==> src/rtl/ddr_tx_pkg.sv <==
// Shared types for the DDR transmit burst scheduler and its helpers.
package ddr_tx_pkg;

   typedef enum logic [1:0] {
      IDLE  = 2'd0,
      BURST = 2'd1,
      GAP   = 2'd2
   } state_e;

   // Index width that stays legal for a single requester as well.
   function automatic int clog2_min1(input int n);
      return (n < 2) ? 1 : $clog2(n);
   endfunction

   localparam int NUM_REQ_DFLT = 4;
   localparam int GRANT_BITS   = clog2_min1(NUM_REQ_DFLT);

endpackage

==> src/rtl/rr_arbiter.sv <==
// Combinational circular priority search: first set request at or after i_ptr.
module rr_arbiter #(
   parameter int N  = 4,
   parameter int GW = 2
) (
   input  logic [N-1:0]  i_req,
   input  logic [GW-1:0] i_ptr,
   output logic [GW-1:0] o_gnt,
   output logic          o_any
);

   logic [GW-1:0] w_idx;

   // Walk from the farthest slot back toward i_ptr so the nearest request wins.
   always_comb begin
      o_gnt = '0;
      w_idx = '0;
      for (int k = N - 1; k >= 0; k--) begin
         w_idx = GW'((int'(i_ptr) + k) % N);
         if (i_req[w_idx]) o_gnt = w_idx;
      end
   end

   assign o_any = |i_req;

endmodule

==> src/rtl/ddr_tx_burst_arbiter.sv <==
// Round-robin burst scheduler feeding the din0/din1 registers of a DDR output bank.
module ddr_tx_burst_arbiter
   import ddr_tx_pkg::*;
#(
   parameter int               WIDTH      = 16,
   parameter int               NUM_REQ    = 4,
   parameter int               GAP_CYCLES = 2,
   parameter int               MAX_BURST  = 64,
   parameter logic [WIDTH-1:0] IDLE_WORD  = '0,
   localparam int              GW         = clog2_min1(NUM_REQ)
) (
   input  logic                     i_clk,
   input  logic                     i_rst_n,
   input  logic [NUM_REQ-1:0]       i_req_valid,
   output logic [NUM_REQ-1:0]       o_req_ready,
   input  logic [NUM_REQ*WIDTH-1:0] i_req_d0,
   input  logic [NUM_REQ*WIDTH-1:0] i_req_d1,
   input  logic [NUM_REQ-1:0]       i_req_last,
   output logic [WIDTH-1:0]         o_dout0,
   output logic [WIDTH-1:0]         o_dout1,
   output logic                     o_dout_en,
   output logic [GW-1:0]            o_grant_id,
   output logic                     o_busy,
   output logic                     o_err_trunc
);

   localparam int BW = $clog2(MAX_BURST + 1);

   state_e         r_state;
   logic [GW-1:0]  r_rr_ptr;
   logic [GW-1:0]  r_grant_id;
   logic [BW-1:0]  r_beat_cnt;
   logic [3:0]     r_gap_cnt;
   logic [WIDTH-1:0] r_dout0, r_dout1;
   logic           r_dout_en, r_err_trunc;

   logic [GW-1:0]  w_arb_gnt;
   logic           w_any, w_xfer, w_last, w_at_limit;
   logic [BW-1:0]  w_cnt_inc;

   rr_arbiter #(.N(NUM_REQ), .GW(GW)) u_rr (
      .i_req (i_req_valid),
      .i_ptr (r_rr_ptr),
      .o_gnt (w_arb_gnt),
      .o_any (w_any)
   );

   assign w_xfer     = (r_state == BURST) && i_req_valid[r_grant_id];
   assign w_last     = i_req_last[r_grant_id];
   assign w_cnt_inc  = r_beat_cnt + 1'b1;
   assign w_at_limit = (w_cnt_inc == BW'(MAX_BURST));

   // Ready is decoded from state so an async reset drops it without a clock edge.
   always_comb begin
      o_req_ready = '0;
      if (r_state == BURST) o_req_ready[r_grant_id] = 1'b1;
   end

   always_ff @(posedge i_clk or negedge i_rst_n) begin
      if (!i_rst_n) begin
         r_state     <= IDLE;
         r_rr_ptr    <= '0;
         r_grant_id  <= '0;
         r_beat_cnt  <= '0;
         r_gap_cnt   <= '0;
         r_dout0     <= IDLE_WORD;
         r_dout1     <= IDLE_WORD;
         r_dout_en   <= 1'b0;
         r_err_trunc <= 1'b0;
      end else begin
         r_dout0     <= IDLE_WORD;
         r_dout1     <= IDLE_WORD;
         r_dout_en   <= 1'b0;
         r_err_trunc <= 1'b0;
         case (r_state)
            IDLE: begin
               if (w_any) begin
                  r_grant_id <= w_arb_gnt;
                  r_beat_cnt <= '0;
                  r_state    <= BURST;
               end
            end
            BURST: begin
               if (w_xfer) begin
                  r_dout0    <= i_req_d0[r_grant_id*WIDTH +: WIDTH];
                  r_dout1    <= i_req_d1[r_grant_id*WIDTH +: WIDTH];
                  r_dout_en  <= 1'b1;
                  r_beat_cnt <= w_cnt_inc;
                  if (w_last || w_at_limit) begin
                     // A last beat landing exactly on the limit is a clean end.
                     r_err_trunc <= w_at_limit && !w_last;
                     r_rr_ptr    <= (r_grant_id == GW'(NUM_REQ - 1)) ? '0 : r_grant_id + 1'b1;
                     if (GAP_CYCLES == 0) begin
                        r_state <= IDLE;
                     end else begin
                        r_gap_cnt <= 4'(GAP_CYCLES);
                        r_state   <= GAP;
                     end
                  end
               end
            end
            GAP: begin
               r_gap_cnt <= r_gap_cnt - 1'b1;
               if (r_gap_cnt == 4'd1) r_state <= IDLE;
            end
            default: r_state <= IDLE;
         endcase
      end
   end

   assign o_dout0     = r_dout0;
   assign o_dout1     = r_dout1;
   assign o_dout_en   = r_dout_en;
   assign o_grant_id  = r_grant_id;
   assign o_busy      = (r_state != IDLE);
   assign o_err_trunc = r_err_trunc;

endmodule

==> config.mk <==
export PLATFORM = sky130hd
export DESIGN_NAME = ddr_tx_burst_arbiter
export DESIGN_NICKNAME = d
export VERILOG_FILES = /design/src/rtl/ddr_tx_pkg.sv /design/src/rtl/rr_arbiter.sv /design/src/rtl/ddr_tx_burst_arbiter.sv
export SDC_FILE = /design/constraint.sdc
export NUM_CORES = 1
export LEC_CHECK = 0
export BUFFER_PORTS_ARGS = -buffer_cell sky130_fd_sc_hd__buf_4
export CAP_MARGIN = 20
export CORE_UTILIZATION = 45
export DETAILED_ROUTE_END_ITERATION = 10
export PLACE_DENSITY = 0.94
export SYNTH_ARGS = -nofsm -noshare
export SYNTH_HDL_FRONTEND = slang
export SYNTH_HIERARCHICAL = 1
export SYNTH_SLANG_ARGS = --single-unit
==> constraint.sdc <==
create_clock -name i_clk -period 2.6 [get_ports i_clk]
set_clock_uncertainty 0.05 [all_clocks]
set_input_delay 0.13 -clock i_clk [delete_from_list [all_inputs] [get_ports i_clk]]
set_output_delay 0.13 -clock i_clk [all_outputs]
set_load 0.02 [all_outputs]
* After elaboration in Yosys (flattened, before gate mapping)
Cells that the tools add are included.
** Storage, ports and cells
- Bits in registers :: 51
- Output and inout bits :: 41
- Word-level logic and storage cells :: 87
** Operators by class
- Add/subtract/negate cells :: 6
- Order comparisons :: 6
- Equality and inequality tests :: 9
- Shift-type cells :: 2
- Multiplexer cells :: 40
- Reduce and logical (&&, ||, !) cells :: 15
** Operators with widths (number)
- variable part select 64 x 7 -> 16 bit :: 2
- 2-to-1 mux 16 bit :: 4
- 2-to-1 mux 2 bit :: 9
- less-than comparator 2 x 3 -> 1 bit (second input constant) :: 5
- 2-to-1 mux 7 bit :: 2
- one-hot mux 7 bit (2 select lines) :: 1
- binary-select mux 1 bit (select 2 bit) :: 6
- 2-to-1 mux 1 bit :: 12
- 2-to-1 mux 4 bit :: 3
- AND reduction 3 bit :: 3
- one-hot mux 4 bit (2 select lines) :: 1
- adder 7 x 1 -> 7 bit (second input constant) :: 1
- equality test 7 bit (second input constant) :: 1
- one-hot mux 2 bit (3 select lines) :: 1
- nonzero test 2 bit :: 3
- adder 2 x 1 -> 2 bit (second input constant) :: 2
- adder 2 bit (second input constant) :: 2
- equality test 2 bit (second input constant) :: 2
- equality test 4 x 1 -> 1 bit (second input constant) :: 1
- inequality test 2 x 1 -> 1 bit (second input constant) :: 2
- inequality test 2 bit (second input constant) :: 2
- AND reduction 4 bit :: 1
- OR reduction 4 bit :: 1
- subtractor 4 x 1 -> 4 bit (second input constant) :: 1
- other kinds (8) :: 10

* Logic depth before layout (Yosys ltp)
- Depth in word-level cells :: 7
- Depth in mapped cells :: 7

* By module
Netlist, hierarchy kept.
** By module, submodules not included
- ddr_tx_burst_arbiter :: instances 1, cells each 220, area each 2932.8 sq um, sequential area each 1276.2 sq um
- rr_arbiter :: instances 1, cells each 13, area each 77.6 sq um, sequential area each 0.0 sq um

* Least setup slack after synthesis
No wires, ideal clock.
- Kind :: register to register
- Start :: register r_grant_id[0], in the netlist o_grant_id[0]
- End :: register r_rr_ptr[0]
- Arrival time :: 1.628 ns
- Data required time :: 2.425 ns
- Setup slack :: 0.797 ns
- Cell stages (with the launch flop) :: 6
- Path buffers :: 1
- Period minus slack after synthesis :: 1.803 ns
- Path through :: dfrtp_1 > buf_6 > mux2_2 > o21ai_4 > a21oi_4 > mux2_4
** On the way
- Word-level cells in the longest chain between the ends :: 4
- Elaborated cells between the ends (all ways) :: 10
** RTL lines
- start, declared :: RTL line ddr_tx_burst_arbiter.sv:31 : logic [GW-1:0] r_grant_id;
- start signal, assigned :: RTL line ddr_tx_burst_arbiter.sv:78 : r_grant_id <= w_arb_gnt;
- binary-select mux 1 bit (select 2 bit), on equally long branches :: RTL line ddr_tx_burst_arbiter.sv:48, ddr_tx_burst_arbiter.sv:49
- 2-to-1 mux 1 bit, on equally long branches :: RTL line ddr_tx_burst_arbiter.sv:48, ddr_tx_burst_arbiter.sv:49
- logical AND 1 bit / logical OR 1 bit (equally long branches) :: RTL line ddr_tx_burst_arbiter.sv:48, ddr_tx_burst_arbiter.sv:89
- AND reduction 3 bit (no source line)
- end signal, assigned :: RTL line ddr_tx_burst_arbiter.sv:92 : r_rr_ptr <= (r_grant_id == GW'(NUM_REQ - 1)) ? '0 : r_grant_id + 1'b1;
- end, declared :: RTL line ddr_tx_burst_arbiter.sv:30 : logic [GW-1:0] r_rr_ptr;
Several ways; a longest one is shown, not always the timed one. The select of a mux whose other input is x is not followed.
A chain may end at the register's enable or synchronous reset.

* Worst setup path in the final report
- Start :: register r_grant_id[0], in the netlist o_grant_id[0]
- End :: output o_req_ready[0]
** On the way
- Word-level cells in the longest chain between the ends :: 5
- Elaborated cells between the ends (all ways) :: 6
** RTL lines
- less-than comparator 2 x 3 -> 1 bit (not written as such) / greater-or-equal comparator 2 x 1 -> 1 bit (equally long branches) :: RTL line ddr_tx_burst_arbiter.sv:56 : if (r_state == BURST) o_req_ready[r_grant_id] = 1'b1;
- logical AND 1 bit (not written as such) :: RTL line ddr_tx_burst_arbiter.sv:56
- 2-to-1 mux 1 bit (not written as such) :: RTL line ddr_tx_burst_arbiter.sv:56
- demux 1 bit (select 2 bit) (*) :: RTL line ddr_tx_burst_arbiter.sv:56
- 2-to-1 mux 4 bit (*) :: RTL line ddr_tx_burst_arbiter.sv:56
- end, declared :: RTL line ddr_tx_burst_arbiter.sv:15 : output logic [NUM_REQ-1:0] o_req_ready,
Mark *: on every way between the ends. The rest lies on a longest branch, timed or not.

==> reports/metrics.yaml <==
numCtsBuffers: 5
routedWlPerCell_um: 18.1
fp-row-count: 29
worst_slew_pin_slew_ns: 0.643
diodes: 0
r2r_cells: 4
clock-sinks: 51
async_reset_ff_share_pct: 100
cts_tree: "built"
setup_tns_ns: 0
port_buffers: 178
drt_iter0_drc: 76
grt-ovfl-total: 0
final_nets: 551
die_h_um: 83.8
grt_usage_pct: 26.2
yosysUniqueCellTypes: 40
layout_worst_path_cycle_share_pct: 85.7
power_density_mw_per_mm2: 945
drc: 0
critical_path_class: "register to output pin"
fmax_mhz: 449
grt_max_degree: 52
num_io_pins: 179
fp.coreArea_mm2: 0.00639
area_growth_syn_to_layout_pct: 49.0
antenna_found_initial: 0
cp-start-kind: "register"
first_global_vias: 2933
viasPerCell: 5.65
htreeDepth: 2
slew_headroom_pct: 57.2
die_x_um: 83.8
ys_seq_elements: 51
dieArea_mm2: 0.00702
total_power_mw: 4.24
rsz0062_at_grt: "no"
root_buffer: "clkbuf_8"
cts_resized: 0
final_cell_mix: "182 x buf_4, 50 x dfrtp_1, 34 x and3_1"
place.gp.congestion: 0.859
final_common_cell: "buf_4"
start_util_pct: 47.1
hold_violations: 0
place_ws_ns: 0.527
synth_edf_count: 0
syn_area_mm2: 0.00301
placed_area_mm2: 0.00438
p_leak_nw: 2.30
synth_cells: 233
hpwl_um: 7030
ys.warnings.count: 6
worst_hold_path.num_cells: 4
cp-end-kind: "output pin"
design_area_mm2: 0.00449
grt_pass1_wl_um: 14200
clkTransAtPathRegs_ns: 0.09
drv_cap: 0
finalSetupViolations: 0
routed_wirelength_um: 8770
critPathRequiredTime_ns: 2.42
route.vias.total: 2733
drive_above_1_share_pct: 58.5
final_core_util_pct: 70.2
ir_drop_v: 0.000502
setup_ws_ns: 0.371
synth-seq-area-share_pct: 42.4
cp_max_fo: 22
drt_pass1_iterations: 4
hp-class: "input pin to register"
timing.final.crit_period_ns: 2.23
insertion_delay_ns: 0.30
clockBufferDepth: 2
finalMaxSlewViolations: 0
syn_nets: 378
critPathArrivalTime_ns: 2.05
ys.flop_type: "dfrtp_1"
status: "completed"
postSynthAreaPerCell_um2: 12.9
antenna_left: 0
-- per-layer routing --
metal,up-vias,track usage (%),part of all wire [%]
met5,-,0,0
met4,0,13.7,4.3
met3,32,4.45,5.7
met2,139,47.9,55
met1,1347,28.9,35
li1,1215,-,-
-- worst paths after layout --
path | startpoint | endpoint | slack (ns)
setup / recovery | o_grant_id[0] | o_req_ready[0] | 0.37
max in group asynchronous | i_rst_n | o_grant_id[0] | 1.69
hold / removal | i_req_valid[2] | o_grant_id[1] | 0.21
hold reg to reg | r_beat_cnt[5] | r_beat_cnt[5] | 0.51
setup reg to reg | o_grant_id[0] | r_rr_ptr[1] | 0.51
min in group asynchronous | i_rst_n | o_err_trunc | 0.34
-- through the flow --
step	instances	hold WS, ns
floorplan	233	-0.216
global placement	475	0.133
detailed placement	475	0.151
CTS	484	0.193
global route	484	0.217
finish	484	0.208
-- cells in the mapped netlist (4+ instances only) --
library cell | number | area [µm²]
ha_1 | 7 | 87.6
and2_1 | 6 | 37.5
o21ai_0 | 6 | 30.0
o21ai_1 | 4 | 20.0
dfrtp_1 | 51 | 1280
nand2_1 | 11 | 41.3
mux4_2 | 33 | 743
a21oi_1 | 5 | 25.0
clkbuf_1 | 10 | 37.5
and3_1 | 34 | 213
inv_1 | 6 | 22.5
nand2b_1 | 6 | 37.5
nor2_1 | 12 | 45.0
-- flip-flops by register name (all words and copies together) (netlist names) --
name / flops
o_dout0: 16
o_dout1: 16
r_beat_cnt: 7
r_gap_cnt: 4
o_grant_id: 2
r_rr_ptr: 2
r_state: 2
o_dout_en: 1
o_err_trunc: 1
-- kinds of logic (layout without fill, tap and decap cells) --
family	count (synthesis)	after routing	synth area share, %
muxes	40	40	27.5
adders and majority gates	7	7	2.91
and+or+nand+nor	84	84	16.5
DFF	51	51	42.4
xor gates and xnor gates	2	2	0.582
AOI/OAI and AO/OA	26	26	6.32
buffers and inverters	23	197	3.82
-- what timing repair did --
item,CTS,global route
hold endpoints to repair,51,0
hold buffers,1,0
buffers inserted,0,0
-- power by group --
| group | internal (mW) | switching [mW] | total (mW) |
|---|---|---|---|
| Clock | 0.215 | 0.253 | 0.468 |
| Combinational | 1.25 | 1.29 | 2.54 |
| Sequential | 1.07 | 0.157 | 1.23 |
| Total | 2.54 | 1.70 | 4.24 |
-- worst max-delay path: stages (launching register included) --
cell     delay (ns)
dfrtp_2        0.38
buf_4          0.33
buf_4          0.41
inv_1          0.12
ha_1           0.21
and2_1         0.14
buf_4          0.15
-- area by class of cell --
class                           count  area (µm²)
Fill cell                         468        1900
Multi-Input combinational cell    159        1620
Timing Repair Buffer              183        1380
Sequential cell                    51        1280
Tap cell                           77        96.3
Clock buffer                        7        86.3
Inverter                            6        22.5
Clock inverter                      1        5.00
Power figures use the tool's default switching activity.
